### src/rtl/serial_adder_pkg.sv
// Shared types and helpers for the bit-serial adder.
// The SERIAL_ADDER_SUB_EN macro enables the subtract mode.
package serial_adder_pkg;

   localparam int MIN_WIDTH = 2;

   typedef enum logic {
      IDLE,
      RUN
   } state_t;

   function automatic int cnt_width(int w);
      return $clog2(w + 1);
   endfunction

endpackage

### src/rtl/serial_adder_if.sv
// Start/busy/done handshake bundle for serial_adder.
// SERIAL_ADDER_SUB_EN adds the sub request bit.
interface serial_adder_if #(
   parameter int WIDTH = 8
);

   logic             start;
   logic [WIDTH-1:0] a;
   logic [WIDTH-1:0] b;
   logic             cin;
`ifdef SERIAL_ADDER_SUB_EN
   logic             sub;
`endif
   logic             busy;
   logic             done;
   logic [WIDTH-1:0] sum;
   logic             cout;
   logic             overflow;

`ifdef SERIAL_ADDER_SUB_EN
   modport master (
      output start, a, b, cin, sub,
      input  busy, done, sum, cout, overflow
   );

   modport slave (
      input  start, a, b, cin, sub,
      output busy, done, sum, cout, overflow
   );
`else
   modport master (
      output start, a, b, cin,
      input  busy, done, sum, cout, overflow
   );

   modport slave (
      input  start, a, b, cin,
      output busy, done, sum, cout, overflow
   );
`endif

endinterface

### src/rtl/serial_adder_fa_cell.sv
// Single-bit combinational full adder shared by every serial step.
module fa_cell (
   input  logic a,
   input  logic b,
   input  logic ci,
   output logic s,
   output logic co
);

   assign s  = a ^ b ^ ci;
   assign co = (a & b) | (ci & (a ^ b));

endmodule

### src/rtl/serial_adder.sv
// Bit-serial WIDTH-bit adder, LSB first, one bit per clock.
// Define SERIAL_ADDER_SUB_EN for a - b via the sub request bit.
import serial_adder_pkg::*;

module serial_adder #(
   parameter  int WIDTH = 8,
   localparam int CNT_W = cnt_width(WIDTH)
) (
   input logic           clk,
   input logic           rst_n,
   serial_adder_if.slave bus
);

   state_t           state;
   state_t           state_nx;
   logic [WIDTH-1:0] a_sh;
   logic [WIDTH-1:0] b_sh;
   logic [WIDTH-1:0] s_sh;
   logic [CNT_W-1:0] count;
   logic             carry;
   logic             c_msb;
   logic             fa_s;
   logic             fa_co;
   logic             accept;
   logic             last;
   logic             pre_msb;
   logic [WIDTH-1:0] b_op;
   logic             c_op;

`ifdef SERIAL_ADDER_SUB_EN
   assign b_op = bus.sub ? ~bus.b : bus.b;
   assign c_op = bus.sub ? 1'b1 : bus.cin;
`else
   assign b_op = bus.b;
   assign c_op = bus.cin;
`endif

   assign accept  = (state == IDLE) && bus.start;
   assign last    = (state == RUN) && (count == CNT_W'(WIDTH - 1));
   assign pre_msb = (count == CNT_W'(WIDTH - 2));
   assign bus.busy = (state == RUN);

   fa_cell u_fa (
      .a  (a_sh[0]),
      .b  (b_sh[0]),
      .ci (carry),
      .s  (fa_s),
      .co (fa_co)
   );

   always_comb begin
      state_nx = state;
      unique case (state)
         IDLE: if (bus.start) state_nx = RUN;
         RUN:  if (last) state_nx = IDLE;
         default: state_nx = IDLE;
      endcase
   end

   always_ff @(posedge clk or negedge rst_n) begin
      if (!rst_n) begin
         state        <= IDLE;
         a_sh         <= '0;
         b_sh         <= '0;
         s_sh         <= '0;
         count        <= '0;
         carry        <= 1'b0;
         c_msb        <= 1'b0;
         bus.done     <= 1'b0;
         bus.sum      <= '0;
         bus.cout     <= 1'b0;
         bus.overflow <= 1'b0;
      end else begin
         state    <= state_nx;
         bus.done <= 1'b0;
         if (accept) begin
            a_sh  <= bus.a;
            b_sh  <= b_op;
            carry <= c_op;
            count <= '0;
         end else if (state == RUN) begin
            a_sh  <= a_sh >> 1;
            b_sh  <= b_sh >> 1;
            s_sh  <= {fa_s, s_sh[WIDTH-1:1]};
            carry <= fa_co;
            count <= count + CNT_W'(1);
            // carry produced here feeds the MSB step
            if (pre_msb) c_msb <= fa_co;
            if (last) begin
               bus.sum      <= {fa_s, s_sh[WIDTH-1:1]};
               bus.cout     <= fa_co;
               bus.overflow <= c_msb ^ fa_co;
               bus.done     <= 1'b1;
            end
         end
      end
   end

endmodule

### src/flat_wrapper.sv
// flat-port wrapper written by rule: the top's interface ports become plain ports
module serial_adder_flat 
#(
   parameter  int WIDTH = 8,
   localparam int CNT_W = cnt_width(WIDTH)
)
  (clk, rst_n, bus_start, bus_a, bus_b, bus_cin, bus_busy, bus_done, bus_sum, bus_cout, bus_overflow);
  serial_adder_if #(.WIDTH(WIDTH)) bus_i ();
  input logic clk;
  input logic rst_n;
  input wire logic [$bits(bus_i.start)-1:0] bus_start;
  input wire logic [$bits(bus_i.a)-1:0] bus_a;
  input wire logic [$bits(bus_i.b)-1:0] bus_b;
  input wire logic [$bits(bus_i.cin)-1:0] bus_cin;
  output wire logic [$bits(bus_i.busy)-1:0] bus_busy;
  output wire logic [$bits(bus_i.done)-1:0] bus_done;
  output wire logic [$bits(bus_i.sum)-1:0] bus_sum;
  output wire logic [$bits(bus_i.cout)-1:0] bus_cout;
  output wire logic [$bits(bus_i.overflow)-1:0] bus_overflow;
  assign bus_i.start = bus_start;
  assign bus_i.a = bus_a;
  assign bus_i.b = bus_b;
  assign bus_i.cin = bus_cin;
  assign bus_busy = bus_i.busy;
  assign bus_done = bus_i.done;
  assign bus_sum = bus_i.sum;
  assign bus_cout = bus_i.cout;
  assign bus_overflow = bus_i.overflow;
  serial_adder #(.WIDTH(WIDTH)) u_core (.clk(clk), .rst_n(rst_n), .bus(bus_i));
endmodule
### config.mk
export PLATFORM = sky130hd
export DESIGN_NAME = serial_adder_flat
export DESIGN_NICKNAME = d
export VERILOG_FILES = /design/src/rtl/serial_adder_pkg.sv /design/src/rtl/serial_adder_if.sv /design/src/rtl/serial_adder_fa_cell.sv /design/src/rtl/serial_adder.sv /design/src/flat_wrapper.sv
export SDC_FILE = /design/constraint.sdc
export NUM_CORES = 1
export LEC_CHECK = 0
export CAP_MARGIN = 10
export CORE_AREA = 10 10 83 85
export DETAILED_ROUTE_END_ITERATION = 8
export DIE_AREA = 0 0 93 95
export HOLD_SLACK_MARGIN = 0.12
export PLACE_DENSITY_LB_ADDON = 0.12
export SETUP_SLACK_MARGIN = 0.4
export SYNTH_ARGS = -nofsm -noshare
export SYNTH_HDL_FRONTEND = slang
export SYNTH_SLANG_ARGS = --single-unit
### constraint.sdc
create_clock -name clk -period 4.1 [get_ports clk]
set_input_delay 0.82 -clock clk [delete_from_list [all_inputs] [get_ports clk]]
set_output_delay 0.82 -clock clk [all_outputs]
set_load 0.1 [all_outputs]
==> results of run 1 <==
==> layer usage <==
layer  GRT usage  routed length, um
met1      0.0965               1590
met2       0.120               1480
met3      0.0333                157
met4      0.0347                 60
met5           0                  0
==> cell usage in the layout, fill, tap and decap left out <==
| cell type | synthesis | layout |
|---|---|---|
| sky130_fd_sc_hd__nor2_1 | 4 | 4 |
| sky130_fd_sc_hd__dfrtp_1 | 41 | 41 |
| sky130_fd_sc_hd__inv_1 | 3 | 3 |
| sky130_fd_sc_hd__clkbuf_8 | 0 | 6 |
| sky130_fd_sc_hd__ha_1 | 2 | 2 |
| sky130_fd_sc_hd__xor2_1 | 1 | 1 |
| sky130_fd_sc_hd__nand4b_4 | 1 | 1 |
| sky130_fd_sc_hd__buf_4 | 1 | 2 |
| sky130_fd_sc_hd__buf_2 | 2 | 1 |
| sky130_fd_sc_hd__mux2i_1 | 17 | 17 |
| sky130_fd_sc_hd__mux2_2 | 10 | 10 |
| sky130_fd_sc_hd__clkbuf_1 | 2 | 1 |
| sky130_fd_sc_hd__nand3_1 | 1 | 1 |
| sky130_fd_sc_hd__nand4b_1 | 1 | 1 |
| sky130_fd_sc_hd__fa_1 | 1 | 1 |
| sky130_fd_sc_hd__xnor2_1 | 2 | 2 |
| sky130_fd_sc_hd__nand2_1 | 20 | 20 |
| sky130_fd_sc_hd__o21ai_0 | 20 | 20 |
| sky130_fd_sc_hd__clkdlybuf4s50_1 | 0 | 29 |
| sky130_fd_sc_hd__mux2_4 | 7 | 7 |
==> power by group <==
part	leakage (nW)	internal, mW	switching [mW]
combinational	0.456	0.282	0.544
clock	0.0443	0.133	0.126
sequential	0.533	0.557	0.0963
==> final cells by class <==
class / instances / area [um2]
Inverter: 3 / 11.3
Tap cell: 72 / 90.1
Multi-Input combinational cell: 87 / 687
Sequential cell: 41 / 1030
Clock buffer: 7 / 86.3
Fill cell: 532 / 3130
Timing Repair Buffer: 32 / 310
==> stage by stage <==
step	hold WS (ns)	util	cell area (um2)
2_1_floorplan	0.449	-	1780
3_3_place_gp	0.455	0.398	2120
3_5_place_dp	0.465	0.398	2120
4_1_cts	0.486	0.414	2210
5_1_grt	0.502	0.414	2210
6_report	0.481	0.414	2210
==> cells by family (layout without fill, tap and decap cells) <==
logic type | count (synthesis) | in the layout
flip-flops | 41 | 41
multiplexers | 34 | 34
AND/OR/NAND/NOR | 27 | 27
AO/OA/AOI/OAI | 20 | 20
buffers and inverters | 11 | 42
adder cells (fa/ha/maj) | 3 | 3
XOR/XNOR | 3 | 3
==> how the worst min path moves through the flow <==
stage,start,end,cells past startpoint
global placement,u_core.a_sh[3]$_DFFE_PN0P_,u_core.a_sh[2]$_DFFE_PN0P_,2
CTS,u_core.a_sh[3]$_DFFE_PN0P_,u_core.a_sh[2]$_DFFE_PN0P_,2
global route,u_core.a_sh[3]$_DFFE_PN0P_,u_core.a_sh[2]$_DFFE_PN0P_,2
finish,u_core.a_sh[1]$_DFFE_PN0P_,u_core.a_sh[0]$_DFFE_PN0P_,2
floorplan,u_core.a_sh[1]$_DFFE_PN0P_,u_core.a_sh[0]$_DFFE_PN0P_,2
detailed placement,u_core.b_sh[5]$_DFFE_PN0P_,u_core.b_sh[4]$_DFFE_PN0P_,2
==> worst register-to-register path, stage by stage, from the launching register on <==
cell	delay, ns
sky130_fd_sc_hd__dfrtp_1	0.35
sky130_fd_sc_hd__buf_4	0.38
sky130_fd_sc_hd__nand4b_4	0.34
sky130_fd_sc_hd__mux2_4	0.39
==> flip-flops by register name, indices dropped and copies added (netlist names) <==
signal and count:
u_core.carry 1, u_core.a_sh 8, u_core.c_msb 1, u_core.b_sh 8
u_core.bus.overflow 1, u_core.s_sh 7, u_core.count 4, u_core.bus.busy 1
u_core.bus.done 1, u_core.bus.sum 8, u_core.bus.cout 1
==> flow_summary.yaml, run 1 <==
outcome:
  status: "finished clean"
synthesis:
  yosys.area.top_type_share: 0.578
  mappedNetlistNets: 162
  synth.ff_latch_count: 41
  synth_common_cells: "sky130_fd_sc_hd__dfrtp_1, sky130_fd_sc_hd__nand2_1, sky130_fd_sc_hd__o21ai_0"
  synth.area.mux_share: 0.218
  synth_largest_area_cell: "sky130_fd_sc_hd__dfrtp_1"
  synth.yosys.seq_area_share: 0.578
  synth_xor_xnor_area_share: 0.0148
  synthMostInstantiatedCell: "sky130_fd_sc_hd__dfrtp_1"
  combinational_family_with_the_most_area_after_synthesis: "multiplexers"
  synth_compound_area_frac: 0.0564
  synthesis.instances: 139
  async_flop_share: 1.00
  synth_fa_ha_area_frac: 0.0254
  postSynth.topFlopCell: "sky130_fd_sc_hd__dfrtp_1"
  syn_area_um2: 1780
  netlist-cell-type-count: 20
  post_syn_area_per_cell_um2: 12.8
  number_of_enable_type_register_cells_in_the_synthesized_netlist: 0
  synth.yosys.warnings: 0
  largest_cells_by_area_after_synthesis: "sky130_fd_sc_hd__dfrtp_1, sky130_fd_sc_hd__mux2i_1, sky130_fd_sc_hd__mux2_2"
  post_synth_and_or_nand_nor_area_fraction: 0.0719
sta:
  timing.clock.skew_ns: 0.00689
  finalHoldViolations: 0
  maxSlewHeadroom: 0.301
  final.min_clock_period_ns: 2.61
  post-route-period-util: 0.637
  setup_tns_ns: 0
  worstMarginPinSlew_ns: 1.05
  max_fclk_ghz: 0.383
  final.setup.worst_slack_ns: 1.49
  grt_setup_unrepaired: "false"
  slew_viol_final: 0
  finalSetupViolCount: 0
detailed_routing:
  route.detailed.drc: 0
  vias_per_cell: 4.38
  drt_first_pass_iters: 4
  route.vias.total: 1059
  drt.antenna.violating_nets: 0
  wl_per_cell_um: 13.6
  drt_iter0_drc: 45
  detail_route.wirelength_um: 3290
global_route:
  grt_antenna_before_repair: 0
  grt_start_max_net_pins: 44
  grtUsageTotal: 0.0792
  vias_in_the_first_global_route: 1098
  global_route.overflow_total: 0
  wire_length_of_the_first_global_routing_pass_um: 5460
floorplanning:
  die_w_um: 93
  core_um2: 5340
  initial_core_utilization: 0.333
  vertical_extent_of_the_die_um: 95
  top_level_ports: 32
  die_area_um2: 8840
  row_count: 27
clocking:
  clock_sinks: 41
  clock_tree.buffer_depth: 2
  path_clk_slew_ns: 0.07
  tritoncts: "yes"
  clockRootBuffer: "sky130_fd_sc_hd__clkbuf_8"
  cts_setup_buffers: 0
  cts-resized-gates: 0
  insertion_delay_ns: 0.28
  cts_inserted_buffers: 5
  htree_num_levels: 2
  cts_hold_buf: 0
finish:
  n_antenna_cell: 0
  area_growth_syn_to_layout_pct: 24.5
  layout-drive-gt1-share: 0.159
  fin_cells: 242
  nets: 193
placement:
  detailedPlacementHpwl_um: 2290
  gpl.final_weighted_congestion: 0.685
  place_inst: 235
  post-place-ws_ns: 1.48
  port_buffers: 31
critical_path:
  ff2ff_setup_slack_ns: 2.53
  timing.critical_path.slowest_stage_cell: "sky130_fd_sc_hd__clkdlybuf4s50_1"
  r2r_end: "u_core.bus.sum[2]$_DFFE_PN0P_"
  crit_end: "bus_cout"
  rr_worst_depth: 3
  cp.depth: 1
  path_cells: "clkdlybuf4s50_1"
  critical_path_class: "flip-flop to output pin"
  worst_path_dominant_cell_family: "buffers and inverters"
  type_of_origin_of_the_critical_path: "flip-flop"
  critPathMaxStageDelay_ns: 1.14
  critical_path.n_buffers_inverters: 1
  critPathLaunch: "u_core.bus.cout$_DFFE_PN0P_"
  critical_path_required_ns: 3.28
  worst_setup_path_end_kind: "output pin"
  worst-path-max-fanout: 2
  worst_endpoint_data_arrival_time_ns: 1.79
  worst_r2r_startpoint: "u_core.bus.busy$_DFF_PN0_"
power:
  fin_total_pwr_mw: 1.74
  ir_drop_worst_case_vdd_uv: 382
  cellLeakagePower_nw: 1.03
  power.density_nw_per_um2: 786
flow_run:
  maximum_capacitance_violations: 0
min_path:
  worstHoldPathType: "flip-flop to flip-flop"
Note: power is estimated with default switching activity, not from simulation.
==> run 2: changes to the inputs <==
Clock period 4.1 ns to 2.5 ns, I/O delays scaled along.
==> flow_summary.yaml, run 2 (synthesized netlist as in run 1, its figures left out) <==
global_route:
  grtUsageTotal: 0.0797
  wire_length_of_the_first_global_routing_pass_um: 5600
  grt_start_max_net_pins: 42
  global_route.overflow_total: 0
  grt_antenna_before_repair: 0
  vias_in_the_first_global_route: 1146
critical_path:
  worst-path-max-fanout: 10
  cp.depth: 1
  path_cells: "buf_12"
  critical_path_class: "flip-flop to output pin"
  type_of_origin_of_the_critical_path: "flip-flop"
  timing.critical_path.slowest_stage_cell: "sky130_fd_sc_hd__dfrtp_1"
  rr_worst_depth: 3
  worst_setup_path_end_kind: "output pin"
  critPathMaxStageDelay_ns: 0.68
  critical_path_required_ns: 2.00
  worst_endpoint_data_arrival_time_ns: 1.21
  critical_path.n_buffers_inverters: 1
  worst_path_dominant_cell_family: "flip-flops"
finish:
  area_growth_syn_to_layout_pct: 23.9
  multi_input_area_um2: 687
  layout_top_registers: "u_core.a_sh (8), u_core.b_sh (8), u_core.bus.sum (8)"
  commonest_non_fill_non_tap_cells_in_the_layout: "sky130_fd_sc_hd__dfrtp_1, sky130_fd_sc_hd__nand2_1, sky130_fd_sc_hd__o21ai_0"
  layout_commonest_cell: "sky130_fd_sc_hd__dfrtp_1"
  seqCellArea_um2: 1030
  layout-drive-gt1-share: 0.233
  fillers: 546
  fin_util: 0.412
  n_antenna_cell: 0
  nets: 194
power:
  cellLeakagePower_nw: 1.06
  ir_drop_worst_case_vdd_uv: 556
  power.density_nw_per_um2: 1290
  fin_total_pwr_mw: 2.83
detailed_routing:
  route.vias.total: 1084
  route.detailed.drc: 0
  vias_per_cell: 4.44
  drt.antenna.violating_nets: 0
  wl_per_cell_um: 13.5
  detail_route.wirelength_um: 3280
  drt_iter0_drc: 16
  drt_first_pass_iters: 2
clocking:
  clockRootBuffer: "sky130_fd_sc_hd__clkbuf_8"
  htree_num_levels: 2
  insertion_delay_ns: 0.29
  cts-resized-gates: 0
  path_clk_slew_ns: 0.07
  clock_tree.buffer_depth: 2
  tritoncts: "yes"
  clock_sinks: 41
  cts_setup_buffers: 0
  cts_hold_buf: 0
  cts_inserted_buffers: 5
floorplanning:
  die_area_um2: 8840
  vertical_extent_of_the_die_um: 95
  top_level_ports: 32
  core_um2: 5340
  row_count: 27
  initial_core_utilization: 0.333
  die_w_um: 93
sta:
  grt_setup_unrepaired: "false"
  timing.clock.skew_ns: 0.00184
  finalHoldViolations: 0
  finalSetupViolCount: 0
  setup_tns_ns: 0
  finalHoldWorstSlack_ns: 0.333
  post-route-period-util: 0.685
  worstMarginPinSlew_ns: 0.890
  max_fclk_ghz: 0.584
  slew_viol_final: 0
  final.min_clock_period_ns: 1.71
  final.setup.worst_slack_ns: 0.788
  maxSlewHeadroom: 0.406
flow_run:
  maximum_capacitance_violations: 0
outcome:
  status: "finished clean"
placement:
  detailedPlacementHpwl_um: 2370
  post-place-ws_ns: 0.777
  port_buffers: 31
  gpl.final_weighted_congestion: 0.688
min_path:
  worstHoldPathType: "primary input to async pin"
[run 2: final cells by class]
class,count,area share
flip-flops and latches,41,0.466
inverters,3,0.00512
clock buffers,6,0.0330
clock inverters,2,0.00455
multi-input cells,87,0.312
repair buffers,33,0.138
well taps,72,0.0410
[run 2: power by group]
part,internal (mW),switching (mW)
Sequential,0.912,0.197
Combinational,0.455,0.857
Clock,0.193,0.215
Total,1.56,1.27
[run 2: path summary, 6_finish.rpt]
path / endpoint / startpoint / slack [ns]
setup reg to reg: u_core.c_msb$_DFFE_PN0P_ / u_core.bus.busy$_DFF_PN0_ / 0.86
setup / recovery: bus_busy / u_core.bus.busy$_DFF_PN0_ / 0.79
max in group asynchronous: u_core.a_sh[5]$_DFFE_PN0P_ / rst_n / 1.61
min in group clk: u_core.a_sh[0]$_DFFE_PN0P_ / u_core.a_sh[1]$_DFFE_PN0P_ / 0.47
hold / removal: u_core.bus.sum[4]$_DFFE_PN0P_ / rst_n / 0.33
hold reg to reg: u_core.a_sh[0]$_DFFE_PN0P_ / u_core.a_sh[1]$_DFFE_PN0P_ / 0.47
[run 2: stage by stage]
step,cell area [um2],std cells
floorplan,1780,139
global placement,2120,236
detailed placement,2120,236
CTS,2200,244
global route,2200,244
finish,2200,244
[run 2: metal layers]
metal / GRT usage / vias up / share of wire
li1: - / 536 / -
met1: 0.0917 / 523 / 0.45
met2: 0.126 / 19 / 0.48
met3: 0.0381 / 6 / 0.058
met4: 0.0308 / 0 / 0.016
met5: 0 / - / 0
==> RTL edit, RTL diff (config.mk and constraints of run 2) <==
One comparison of `count` changes from == to >=.
--- a/src/rtl/serial_adder.sv
+++ b/src/rtl/serial_adder.sv
@@ -37,7 +37,7 @@
 
    assign accept  = (state == IDLE) && bus.start;
    assign last    = (state == RUN) && (count == CNT_W'(WIDTH - 1));
-   assign pre_msb = (count == CNT_W'(WIDTH - 2));
+   assign pre_msb = (count >= CNT_W'(WIDTH - 2));
    assign bus.busy = (state == RUN);
 
    fa_cell u_fa (
Check against the original RTL: same outputs for any inputs over 10 cycles, from zero or initial values and one cycle with rst_n low; that may be too few to reach the edited logic, so the function may still have changed.
==> RTL edit against run 2 <==
- final area grew 1.5%
- critical path depth grew 1
- first-iteration DRC count grew to 2.5 times the old value
- power grew 2.6%
- sequential cell count is the same
- area after synthesis grew 0.49%
- non-clock buffer count grew 1
- sequential share of layout area shrank 0.68 points
- wire length grew 6.7%
- worst setup slack lost 180 ps
- register-to-register slack gained 150 ps
- count of clock-buffer cells in the layout grew 1
- critical path type unchanged
==> RTL edit: results (changes against run 2) <==
- The final clock skew is 5.01 ps (+3.17 ps).
- Sorting the synthesized cells by area gives the leading types as sky130_fd_sc_hd__dfrtp_1 (58%), sky130_fd_sc_hd__mux2i_1 (9.5%), sky130_fd_sc_hd__mux2_2 (6.3%).
- The placer's final routability congestion estimate is 0.659 (-4.2%).
- The first-pass detailed-route iteration total is 4 (+2).
- The half-perimeter wire length of the detailed placement result is 2.41 mm (+1.5%).
- The final routed wire length divided by cell count came to 14.2 um (+5.4%).
- The maximum net fanout on the critical path is 14 (+4).
- The global router's overall resource usage came to 8.67% (+0.70 points).
- The leakage power came to 0.00108 uW (+1.9%).
- The largest net degree at the start of global routing is 42 (unchanged).
- The flow ran to the end, and the final reports show no timing, DRC or antenna violations.
- The slack of the worst reg-to-reg path is 1010 ps (+150 ps).
- The detailed router's first-iteration violation count is 40 (+24).
- The worst endpoint data arrival time is 1390 ps (+180 ps).
- Counting instances in the post-synthesis netlist gives the leading cell types as sky130_fd_sc_hd__dfrtp_1 (41), sky130_fd_sc_hd__o21ai_0 (22), sky130_fd_sc_hd__nand2_1 (20).
- The beginning of the worst register-to-register path is u_core.count[0].
- The transition time at the pin with the least slew margin is 908 ps (+18.1 ps).
- The share of cells above drive strength 1 is 24.0% (+0.74 points).
- The wire length of the first global-routing pass was 6.09 mm (+8.8%).
- The fill cell instance count of the final layout was 532 (-2.6%).
- The peak supply drop was 907 uV (+63%).
- The overall via count from detail_route is 1104 (+1.8%).
- The post-synth net total is 164 (+1.2%).
- The global routing met1 resource utilization was 11.7% (+2.5 points).
- The average vias per placed instance is 4.47 (+0.61%).
- The sequential fraction of the synthesis area was 57.5% (-0.28 points).
- The global routing met2 resource utilization is 12.1% (-0.47 points).
- The number of placed instances, taps included is 239 (+1.3%).
- The global routing met3 resource utilization is 2.62% (-1.2 points).
- The count of distinct cell types in the synthesized netlist is 20 (unchanged).
-- RTL edit: area by class of cell --
type                    instances  area share [%]
clock buffers                   7            4.32
clock inverters                 1           0.224
inverters                       3           0.504
multi-input cells              89            31.1
flip-flops and latches         41            46.0
well taps                      72            4.04
repair buffers                 34            13.9
-- RTL edit: worst paths after layout --
path,end,depth (start not counted)
worst max-delay path,bus_busy,2
worst min-delay path,u_core.bus.sum[6],1
worst max register to register,u_core.c_msb,5
worst min register to register,u_core.a_sh[4],2
max in group asynchronous,u_core.bus.busy,1
min in group clk,u_core.a_sh[4],2
-- RTL edit: power breakdown --
| group | switching [uW] | leakage, uW | internal [uW] |
|---|---|---|---|
| clock | 225 | 0.0000542 | 249 |
| sequential | 191 | 0.000535 | 917 |
| combinational | 866 | 0.000492 | 455 |
-- RTL edit: per-layer routing --
metal	routed length [um]	share of wire, %
met1	1730	49
met2	1560	45
met3	125	3.6
met4	85	2.4
met5	0	0
-- RTL edit: worst max-delay path: stages, from the launching register on --
cell	delay [ps]
sky130_fd_sc_hd__dfrtp_1	630
sky130_fd_sc_hd__buf_4	280
sky130_fd_sc_hd__buf_12	190
-- RTL edit: through the flow --
stage / hold slack (ps) / power (uW) / setup WS, ps / instance area, um2
final: 328 / 2900 / 606 / 2230
after CTS: 360 / 2950 / 576 / 2230
after global placement: 465 / 2440 / 706 / 2130
after floorplan: 204 / 2140 / 617 / 1780
after global routing: 390 / 3090 / 484 / 2230
after detailed placement: 475 / 2460 / 680 / 2130
-- RTL edit: cell families after synthesis --
| kind of cell | count (synthesis) | share of synthesized area (%) |
|---|---|---|
| AND/OR/NAND/NOR | 27 | 7.01 |
| AO/OA/AOI/OAI | 23 | 6.59 |
| multiplexers | 34 | 21.7 |
| XOR/XNOR | 2 | 0.982 |
| buffers and inverters | 11 | 3.65 |
| flip-flops | 41 | 57.5 |
| adder cells (fa/ha/maj) | 3 | 2.52 |
